<file path="config.mk">
export PLATFORM = sky130hd
export DESIGN_NAME = clint_timer_initiator
export DESIGN_NICKNAME = d
export VERILOG_FILES = /design/src/rtl/clint_timer_initiator.sv
export SDC_FILE = /design/constraint.sdc
export NUM_CORES = 1
export LEC_CHECK = 0
export CAP_MARGIN = 20
export CORE_AREA = 5 5 159 161
export CTS_CLUSTER_SIZE = 10
export DETAILED_ROUTE_END_ITERATION = 10
export DIE_AREA = 0 0 164 166
export GPL_TIMING_DRIVEN = 0
export PLACE_DENSITY = 0.8
export SYNTH_ARGS = -nofsm -noshare
export SYNTH_HDL_FRONTEND = slang
export SYNTH_SLANG_ARGS = --single-unit
</file>
<file path="constraint.sdc">
create_clock -name clk -period 3.5 [get_ports clk]
set_clock_uncertainty 0.05 [all_clocks]
set_input_delay 1.05 -clock clk [delete_from_list [all_inputs] [get_ports clk]]
set_output_delay 1.05 -clock clk [all_outputs]
set_load 0.1 [all_outputs]
</file>
<file path="src/rtl/clint_timer_initiator.sv">
// CLINT register-window bus initiator: tear-free mtime reads, glitch-free mtimecmp
// updates, mtimecmp reads and msip writes, driven from a single-command port.
module clint_timer_initiator #(
  parameter logic [31:0] BASE_ADDR      = 32'h1100_0000,
  parameter int unsigned TIMEOUT_CYCLES = 64,
  parameter int unsigned MAX_RETRY      = 3
) (
  input  logic        clk,
  input  logic        resetn,
  input  logic        cmd_valid,
  output logic        cmd_ready,
  input  logic [1:0]  cmd_op,
  input  logic [63:0] cmd_data,
  output logic        rsp_valid,
  output logic [63:0] rsp_data,
  output logic        rsp_err,
  output logic        valid,
  output logic [31:0] addr,
  output logic [3:0]  wmask,
  output logic [31:0] wdata,
  input  logic [31:0] rdata,
  input  logic        ready
);

  localparam int unsigned   TW     = $clog2(TIMEOUT_CYCLES + 1);
  localparam int unsigned   RW     = $clog2(MAX_RETRY + 2);
  localparam logic [TW-1:0] T_LAST = TW'(TIMEOUT_CYCLES - 1);
  localparam logic [RW-1:0] R_MAX  = RW'(MAX_RETRY);

  localparam logic [31:0] A_MSIP = BASE_ADDR + 32'h0000_0000;
  localparam logic [31:0] A_CMPL = BASE_ADDR + 32'h0000_4000;
  localparam logic [31:0] A_CMPH = BASE_ADDR + 32'h0000_4004;
  localparam logic [31:0] A_MTL  = BASE_ADDR + 32'h0000_BFF8;
  localparam logic [31:0] A_MTH  = BASE_ADDR + 32'h0000_BFFC;

  localparam logic [1:0] OP_RD_MTIME = 2'b00;
  localparam logic [1:0] OP_WR_CMP   = 2'b01;
  localparam logic [1:0] OP_WR_MSIP  = 2'b10;
  localparam logic [1:0] OP_RD_CMP   = 2'b11;

  typedef enum logic [1:0] {IDLE, REQ, GAP, RESP} state_t;

  typedef struct packed {
    logic [31:0] a;
    logic [3:0]  m;
    logic [31:0] w;
  } acc_t;

  // Bus access issued for a given step of each command sequence.
  function automatic acc_t access(input logic [1:0] op, input logic [1:0] step,
                                  input logic [63:0] d);
    acc_t r;
    r = '0;
    case (op)
      OP_RD_MTIME: r.a = (step == 2'd1) ? A_MTL : A_MTH;
      OP_WR_CMP: begin
        r.a = (step == 2'd1) ? A_CMPH : A_CMPL;
        r.m = 4'hF;
        case (step)
          2'd0:    r.w = '1;
          2'd1:    r.w = d[63:32];
          default: r.w = d[31:0];
        endcase
      end
      OP_WR_MSIP: begin
        r.a = A_MSIP;
        r.m = 4'hF;
        r.w = {31'b0, d[0]};
      end
      default: r.a = (step == 2'd0) ? A_CMPL : A_CMPH;
    endcase
    return r;
  endfunction

  function automatic logic [1:0] last_step(input logic [1:0] op);
    case (op)
      OP_WR_MSIP: return 2'd0;
      OP_RD_CMP:  return 2'd1;
      default:    return 2'd2;
    endcase
  endfunction

  state_t        state, state_n;
  logic [1:0]    op_q, op_n;
  logic [63:0]   data_q, data_n;
  logic [1:0]    step_q, step_n;
  logic [RW-1:0] retry_q, retry_n;
  logic [TW-1:0] tcnt_q, tcnt_n;
  logic          abort_q, abort_n;
  logic [31:0]   hi1_q, hi1_n, lo_q, lo_n, hi2_q, hi2_n;
  logic          cmd_ready_n, valid_n, rsp_valid_n, rsp_err_n;
  logic [31:0]   addr_n, wdata_n;
  logic [3:0]    wmask_n;
  logic [63:0]   rsp_data_n;
  logic          launch;
  acc_t          nxt;

  always_comb begin
    state_n     = state;
    op_n        = op_q;
    data_n      = data_q;
    step_n      = step_q;
    retry_n     = retry_q;
    tcnt_n      = tcnt_q;
    abort_n     = abort_q;
    hi1_n       = hi1_q;
    lo_n        = lo_q;
    hi2_n       = hi2_q;
    cmd_ready_n = cmd_ready;
    valid_n     = valid;
    addr_n      = addr;
    wmask_n     = wmask;
    wdata_n     = wdata;
    rsp_valid_n = 1'b0;
    rsp_data_n  = rsp_data;
    rsp_err_n   = rsp_err;
    launch      = 1'b0;
    nxt         = '0;

    case (state)
      IDLE: begin
        if (cmd_valid && cmd_ready) begin
          op_n        = cmd_op;
          data_n      = cmd_data;
          step_n      = '0;
          retry_n     = '0;
          abort_n     = 1'b0;
          cmd_ready_n = 1'b0;
          launch      = 1'b1;
        end
      end
      REQ: begin
        if (ready) begin
          if (op_q == OP_RD_MTIME) begin
            case (step_q)
              2'd0:    hi1_n = rdata;
              2'd1:    lo_n  = rdata;
              default: hi2_n = rdata;
            endcase
          end else if (op_q == OP_RD_CMP) begin
            if (step_q == 2'd0) lo_n  = rdata;
            else                hi2_n = rdata;
          end
          valid_n = 1'b0;
          state_n = GAP;
        end else if (tcnt_q == T_LAST) begin
          valid_n = 1'b0;
          abort_n = 1'b1;
          state_n = GAP;
        end else begin
          tcnt_n = tcnt_q + TW'(1);
        end
      end
      GAP: begin
        if (abort_q) begin
          state_n     = RESP;
          rsp_valid_n = 1'b1;
          rsp_data_n  = '0;
          rsp_err_n   = 1'b1;
        end else if (step_q != last_step(op_q)) begin
          step_n = step_q + 2'd1;
          launch = 1'b1;
        end else if (op_q == OP_RD_MTIME && hi1_q != hi2_q && retry_q < R_MAX) begin
          retry_n = retry_q + RW'(1);
          step_n  = '0;
          launch  = 1'b1;
        end else begin
          state_n     = RESP;
          rsp_valid_n = 1'b1;
          rsp_err_n   = 1'b0;
          case (op_q)
            // On a clean pass hi1 == hi2, so {hi2, lo} is the result either way.
            OP_RD_MTIME: begin
              rsp_data_n = {hi2_q, lo_q};
              rsp_err_n  = (hi1_q != hi2_q);
            end
            OP_RD_CMP: rsp_data_n = {hi2_q, lo_q};
            default:   rsp_data_n = '0;
          endcase
        end
      end
      RESP: begin
        state_n     = IDLE;
        cmd_ready_n = 1'b1;
      end
      default: state_n = IDLE;
    endcase

    if (launch) begin
      nxt     = access(op_n, step_n, data_n);
      state_n = REQ;
      valid_n = 1'b1;
      addr_n  = nxt.a;
      wmask_n = nxt.m;
      wdata_n = nxt.w;
      tcnt_n  = '0;
    end
  end

  always_ff @(posedge clk or negedge resetn) begin
    if (!resetn) begin
      state     <= IDLE;
      op_q      <= '0;
      data_q    <= '0;
      step_q    <= '0;
      retry_q   <= '0;
      tcnt_q    <= '0;
      abort_q   <= 1'b0;
      hi1_q     <= '0;
      lo_q      <= '0;
      hi2_q     <= '0;
      cmd_ready <= 1'b1;
      valid     <= 1'b0;
      addr      <= '0;
      wmask     <= '0;
      wdata     <= '0;
      rsp_valid <= 1'b0;
      rsp_data  <= '0;
      rsp_err   <= 1'b0;
    end else begin
      state     <= state_n;
      op_q      <= op_n;
      data_q    <= data_n;
      step_q    <= step_n;
      retry_q   <= retry_n;
      tcnt_q    <= tcnt_n;
      abort_q   <= abort_n;
      hi1_q     <= hi1_n;
      lo_q      <= lo_n;
      hi2_q     <= hi2_n;
      cmd_ready <= cmd_ready_n;
      valid     <= valid_n;
      addr      <= addr_n;
      wmask     <= wmask_n;
      wdata     <= wdata_n;
      rsp_valid <= rsp_valid_n;
      rsp_data  <= rsp_data_n;
      rsp_err   <= rsp_err_n;
    end
  end

endmodule

</file>
==> results of run 1 <==
-- logic make-up (layout without fill, tap and decap cells) --
logic type,count (synthesis),in the layout,share of synthesized area
AOI/OAI and AO/OA,67,67,0.0482
xor gates and xnor gates,38,38,0.0274
adders and majority gates,15,15,0.0154
buffers and inverters,110,375,0.0476
DFF,282,282,0.581
muxes,103,103,0.0950
other,1,16,0.000309
and+or+nand+nor,512,512,0.185
-- layout make-up --
type                    count  area (um2)  share of cell area
inverters                  16        60.1             0.00379
well taps                 324         405              0.0256
plain buffers              93         522              0.0330
clock buffers              40         893              0.0564
multi-input cells         751        4580               0.289
clock inverters             3        33.8             0.00213
flip-flops and latches    282        7060               0.446
repair buffers            223        2280               0.144
-- registers in the layout (all words and copies together), names as in the netlist, 2 cells and up --
register,cells
data_q,64
rsp_data,64
hi1_q,32
hi2_q,32
lo_q,32
wdata,32
tcnt_q,7
addr,4
retry_q,3
op_q,2
state,2
step_q,2
-- synth_stat cells, types with 10 or more instances --
cell type and count:
a32o_1 31, inv_1 15, dfrtp_1 281, nor2_1 10
nand2_1 339, clkbuf_1 41, nand2b_1 31, xor2_1 36
nand3_1 69, ha_1 15, mux2_2 99, or3_1 32
nor3_1 10, buf_4 33
-- how the worst max path moves through the flow --
stage	to	slack, ns
2_1_floorplan	wdata[10]$_DFFE_PN0N_	0.56
3_3_place_gp	wdata[24]$_DFFE_PN0N_	-10.49
3_5_place_dp	wdata[21]$_DFFE_PN0N_	-0.95
4_1_cts	addr[7]	0.0006
5_1_grt	addr[3]	0.01
6_report	addr[3]	0.12
-- through the flow --
stage / hold WS (ns) / std cells / area, um2 / util / setup TNS [ns]
floorplan: 0.383 / 1143 / 12200 / - / 0
global placement: 0.396 / 1688 / 14800 / 0.622 / -2973.73
detailed placement: 0.402 / 1690 / 14900 / 0.625 / -29.51
CTS: 0.416 / 1733 / 15800 / 0.664 / 0
global route: 0.435 / 1732 / 15800 / 0.665 / 0
finish: 0.412 / 1732 / 15800 / 0.665 / 0
-- metal layers --
| metal | global-route usage | share of wire |
|---|---|---|
| met5 | 0 | 0.00023 |
| met2 | 0.386 | 0.49 |
| met4 | 0.0627 | 0.025 |
| met1 | 0.292 | 0.40 |
| met3 | 0.0688 | 0.084 |
==> key figures, run 1 <==
Setup path
  – CP Depth: 1
  – Worst R2R Start: hi2_q[29]$_DFFE_PN0P_
  – CP top delay family: buffers and inverters
  – R2r setup slk: 0.43 ns
  – Critical path class: flip-flop to output pin
  – Required time worst endpoint: 2.40 ns
  – Reg-to-reg endpoint: wdata[9]$_DFFE_PN0N_
  – Worst setup EP type: output pin
  – Crit path max-delay cell type: clkdlybuf4s50_1
  – Critical Path Source: addr[15]$_DFFE_PN0N_
  – Critical Path Start Type: flip-flop
  – CP bufs+invs: 1
  – Crit Path Max Fanout: 13
  – Worst EP arrival: 2.28 ns
  – Critical Path, Cell by Cell: clkdlybuf4s50_1
  – Max stage delay on crit path: 1.21 ns
  – R2R cell count: 8

Logic synthesis
  – Synth async-reset ratio: 1.00
  – Distinct cells, synth: 51
  – Register area share after synthesis: 0.581
  – Yosys top cell by area: dfrtp_1
  – Top cells by area, synth: dfrtp_1 58%, nand2_1 10%, mux2_2 9.2%, nand3_1 2.8%, xor2_1 2.6%
  – Predominant post-synthesis flop cell: dfrtp_1
  – Gate Count Post-Synth: 1,128
  – Syn Std Cell Area: 0.0122 mm2
  – Flops & latches, synth: 282
  – Avg Inst Size Synth: 10.8 um2
  – EDFF count, synth: 0
  – Yosys top cell area share: 0.579
  – Warnings from Yosys: 0

Clocking
  – Clock Latency Late Sink: 0.50 ns
  – Postcts setup bufs: 0
  – Num CTS Buffers: 34
  – Clock-pin slew of the registers on the worst-case setup and hold paths: 0.05 ns
  – Clock Path Buffers: 3
  – Clock Tree Root: clkbuf_16
  – Hold_buf cts: 0
  – CTS tree: built
  – Post_cts resized: 10
  – H-tree depth: 2
  – CTS sink cnt: 282

STA
  – Period utilisation layout: 0.965
  – Final setup fails: 0
  – RSZ-0062 raised after global routing: false
  – Fmax: 0.296 GHz
  – Final Max Tran Viols: 0
  – Worst Tran Pin Value: 1.08 ns
  – Slew margin rel.: 0.279
  – Final-report hold violation count: 0
  – Tmin final: 3.38 ns
  – Worst Slack Setup Final: 0.123 ns

Finish
  – Ant diodes: 0
  – Commonest non-fill, non-tap cell in the layout: nand2_1
  – Fillers: 1,872
  – Most frequent cells in the layout: 339 x nand2_1, 281 x dfrtp_1, 209 x clkdlybuf4s50_1, 99 x mux2_2, 69 x nand3_1
  – Area Overhead vs Synth: 30.2%
  – Final net count: 1,518
  – Ratio of cells with drive above 1 in the final layout: 0.143

Global route
  – Global Route Usage Sum: 0.230
  – First-pass GRT wire length: 50,300 um
  – Antenna violations before repair: 1
  – Total grt overflow: 0
  – Vias in the first global route: 9,559
  – Largest net degree at the start of global routing: 118

Place
  – Hpwl dp: 22,200 um
  – Number of port buffers: 221
  – Setup WS pre-CTS: -0.954 ns
  – GP Congestion: 0.847

Worst hold path
  – Worst hold path depth: 2
  – Hold Path Origin: rsp_data[19]$_DFFE_PN0P_
  – Worst Hold Class: flip-flop to flip-flop
  – Hold path endpoint: rsp_data[19]$_DFFE_PN0P_

Drt
  – Drt first pass iters: 5
  – DRT iter0 DRCs: 590
  – Routed vias/inst: 5.25
  – Post-route ant nets: 0
  – Per-cell routed wire length: 17.9 um
  – DRT Wirelength: 31,000 um
  – # DRC: 0
  – Vias: 9,096

Floorplanning
  – Core area: 0.0238 mm2
  – Die width: 164 um
  – Die area: 0.0272 mm2
  – Row cnt: 57
  – I/O pins: 238
  – Initial Utilization: 0.510
  – Die Y: 166 um

Run
  – Max-Cap Viols: 0

Outcome
  – Run status: complete, no violations
Power of run 1 is left out: the tool's default activity adds up to more than one toggle a clock period on the data nets, which glitch-free logic cannot reach.
==> inputs of run 2 (changes only) <==
Settings changed: GPL_ROUTABILITY_DRIVEN from default to 0, TNS_END_PERCENT from default to 30.
==> key figures, run 2 (same netlist as run 1, synthesis figures left out) <==
Outcome
  – Run status: complete, no violations

Finish
  – Most frequent cells in the layout: 339 x nand2_1, 281 x dfrtp_1, 209 x clkdlybuf4s50_1, 99 x mux2_2, 69 x nand3_1
  – Ant diodes: 0
  – Ratio of cells with drive above 1 in the final layout: 0.151
  – Commonest non-fill, non-tap cell in the layout: nand2_1
  – Largest regs: data_q (64), rsp_data (64)
  – Post-layout util: 0.663
  – Area Overhead vs Synth: 30.0%
  – Final net count: 1,518

STA
  – Fmax: 0.296 GHz
  – Final setup fails: 0
  – RSZ-0062 raised after global routing: false
  – Worst Tran Pin Value: 1.06 ns
  – Worst Slack Setup Final: 0.124 ns
  – Slew margin rel.: 0.288
  – Final Max Tran Viols: 0
  – Period utilisation layout: 0.965
  – Final-report hold violation count: 0
  – Tmin final: 3.38 ns

Floorplanning
  – Row cnt: 57
  – Core area: 0.0238 mm2
  – I/O pins: 238
  – Die area: 0.0272 mm2
  – Initial Utilization: 0.510
  – Die Y: 166 um
  – Die width: 164 um

Drt
  – Vias: 9,080
  – Drt first pass iters: 4
  – Per-cell routed wire length: 17.9 um
  – Routed vias/inst: 5.24
  – # DRC: 0
  – DRT iter0 DRCs: 598
  – Post-route ant nets: 0
  – DRT Wirelength: 31,100 um

Global route
  – Global Route Usage Sum: 0.230
  – Total grt overflow: 0
  – Antenna violations before repair: 1
  – Largest net degree at the start of global routing: 118
  – First-pass GRT wire length: 50,300 um
  – Vias in the first global route: 9,558

Setup path
  – R2r setup slk: 0.44 ns
  – Required time worst endpoint: 2.40 ns
  – CP bufs+invs: 1
  – Critical path class: flip-flop to output pin
  – Critical Path, Cell by Cell: clkdlybuf4s50_1
  – CP top delay family: buffers and inverters
  – Worst EP arrival: 2.28 ns
  – Critical Path Start Type: flip-flop
  – Crit path max-delay cell type: clkdlybuf4s50_1
  – Crit Path Max Fanout: 13
  – Max stage delay on crit path: 1.21 ns
  – Worst setup EP type: output pin

Clocking
  – Hold_buf cts: 0
  – Postcts setup bufs: 0
  – Clock Path Buffers: 3
  – Clock Latency Late Sink: 0.50 ns
  – CTS tree: built
  – H-tree depth: 2
  – Post_cts resized: 10
  – Clock Tree Root: clkbuf_16
  – Clock-pin slew of the registers on the worst-case setup and hold paths: 0.05 ns
  – CTS sink cnt: 282
  – Num CTS Buffers: 34

Place
  – Number of port buffers: 221
  – Setup WS pre-CTS: -0.954 ns
  – Hpwl dp: 22,200 um

Run
  – Max-Cap Viols: 0

Worst hold path
  – Worst Hold Class: flip-flop to flip-flop
==> run 2: final cells by class <==
cell class                      instances  area, um2
Sequential cell                       282       7060
Clock inverter                          3       33.8
Inverter                               16       60.1
Buffer                                 93        522
Timing Repair Buffer                  223       2250
Fill cell                            1878       8020
Clock buffer                           40        893
Tap cell                              324        405
Multi-Input combinational cell        751       4580
==> run 2: metrics by stage <==
step | TNS (ns) | area [um2] | cells | hold WS (ns)
5_1_grt | 0 | 15800 | 1732 | 0.435
4_1_cts | 0 | 15800 | 1733 | 0.416
3_5_place_dp | -29.51 | 14900 | 1690 | 0.402
3_3_place_gp | -2973.73 | 14800 | 1688 | 0.396
2_1_floorplan | 0 | 12200 | 1143 | 0.383
6_report | 0 | 15800 | 1732 | 0.412
==> run 2: final timing paths <==
check                                               from                       end  cells after the start
worst max-delay path                addr[15]$_DFFE_PN0N_                   addr[3]                      1
worst min-delay path            rsp_data[19]$_DFFE_PN0P_  rsp_data[19]$_DFFE_PN0P_                      2
worst max register to register     hi2_q[29]$_DFFE_PN0P_     wdata[21]$_DFFE_PN0N_                      8
worst min register to register  rsp_data[19]$_DFFE_PN0P_  rsp_data[19]$_DFFE_PN0P_                      2
max in group asynchronous                         resetn      data_q[28]$_DFF_PN0_                      3
min in group asynchronous                         resetn  rsp_data[57]$_DFFE_PN0P_                      1
==> run 2: layer usage <==
layer | up-vias | GRT usage | routed length, um
li1 | 4276 | - | -
met1 | 4451 | 0.292 | 12600
met2 | 297 | 0.386 | 15100
met3 | 54 | 0.0688 | 2620
met4 | 2 | 0.0627 | 794
met5 | - | 0 | 7
Power of run 2 is left out for the same reason.
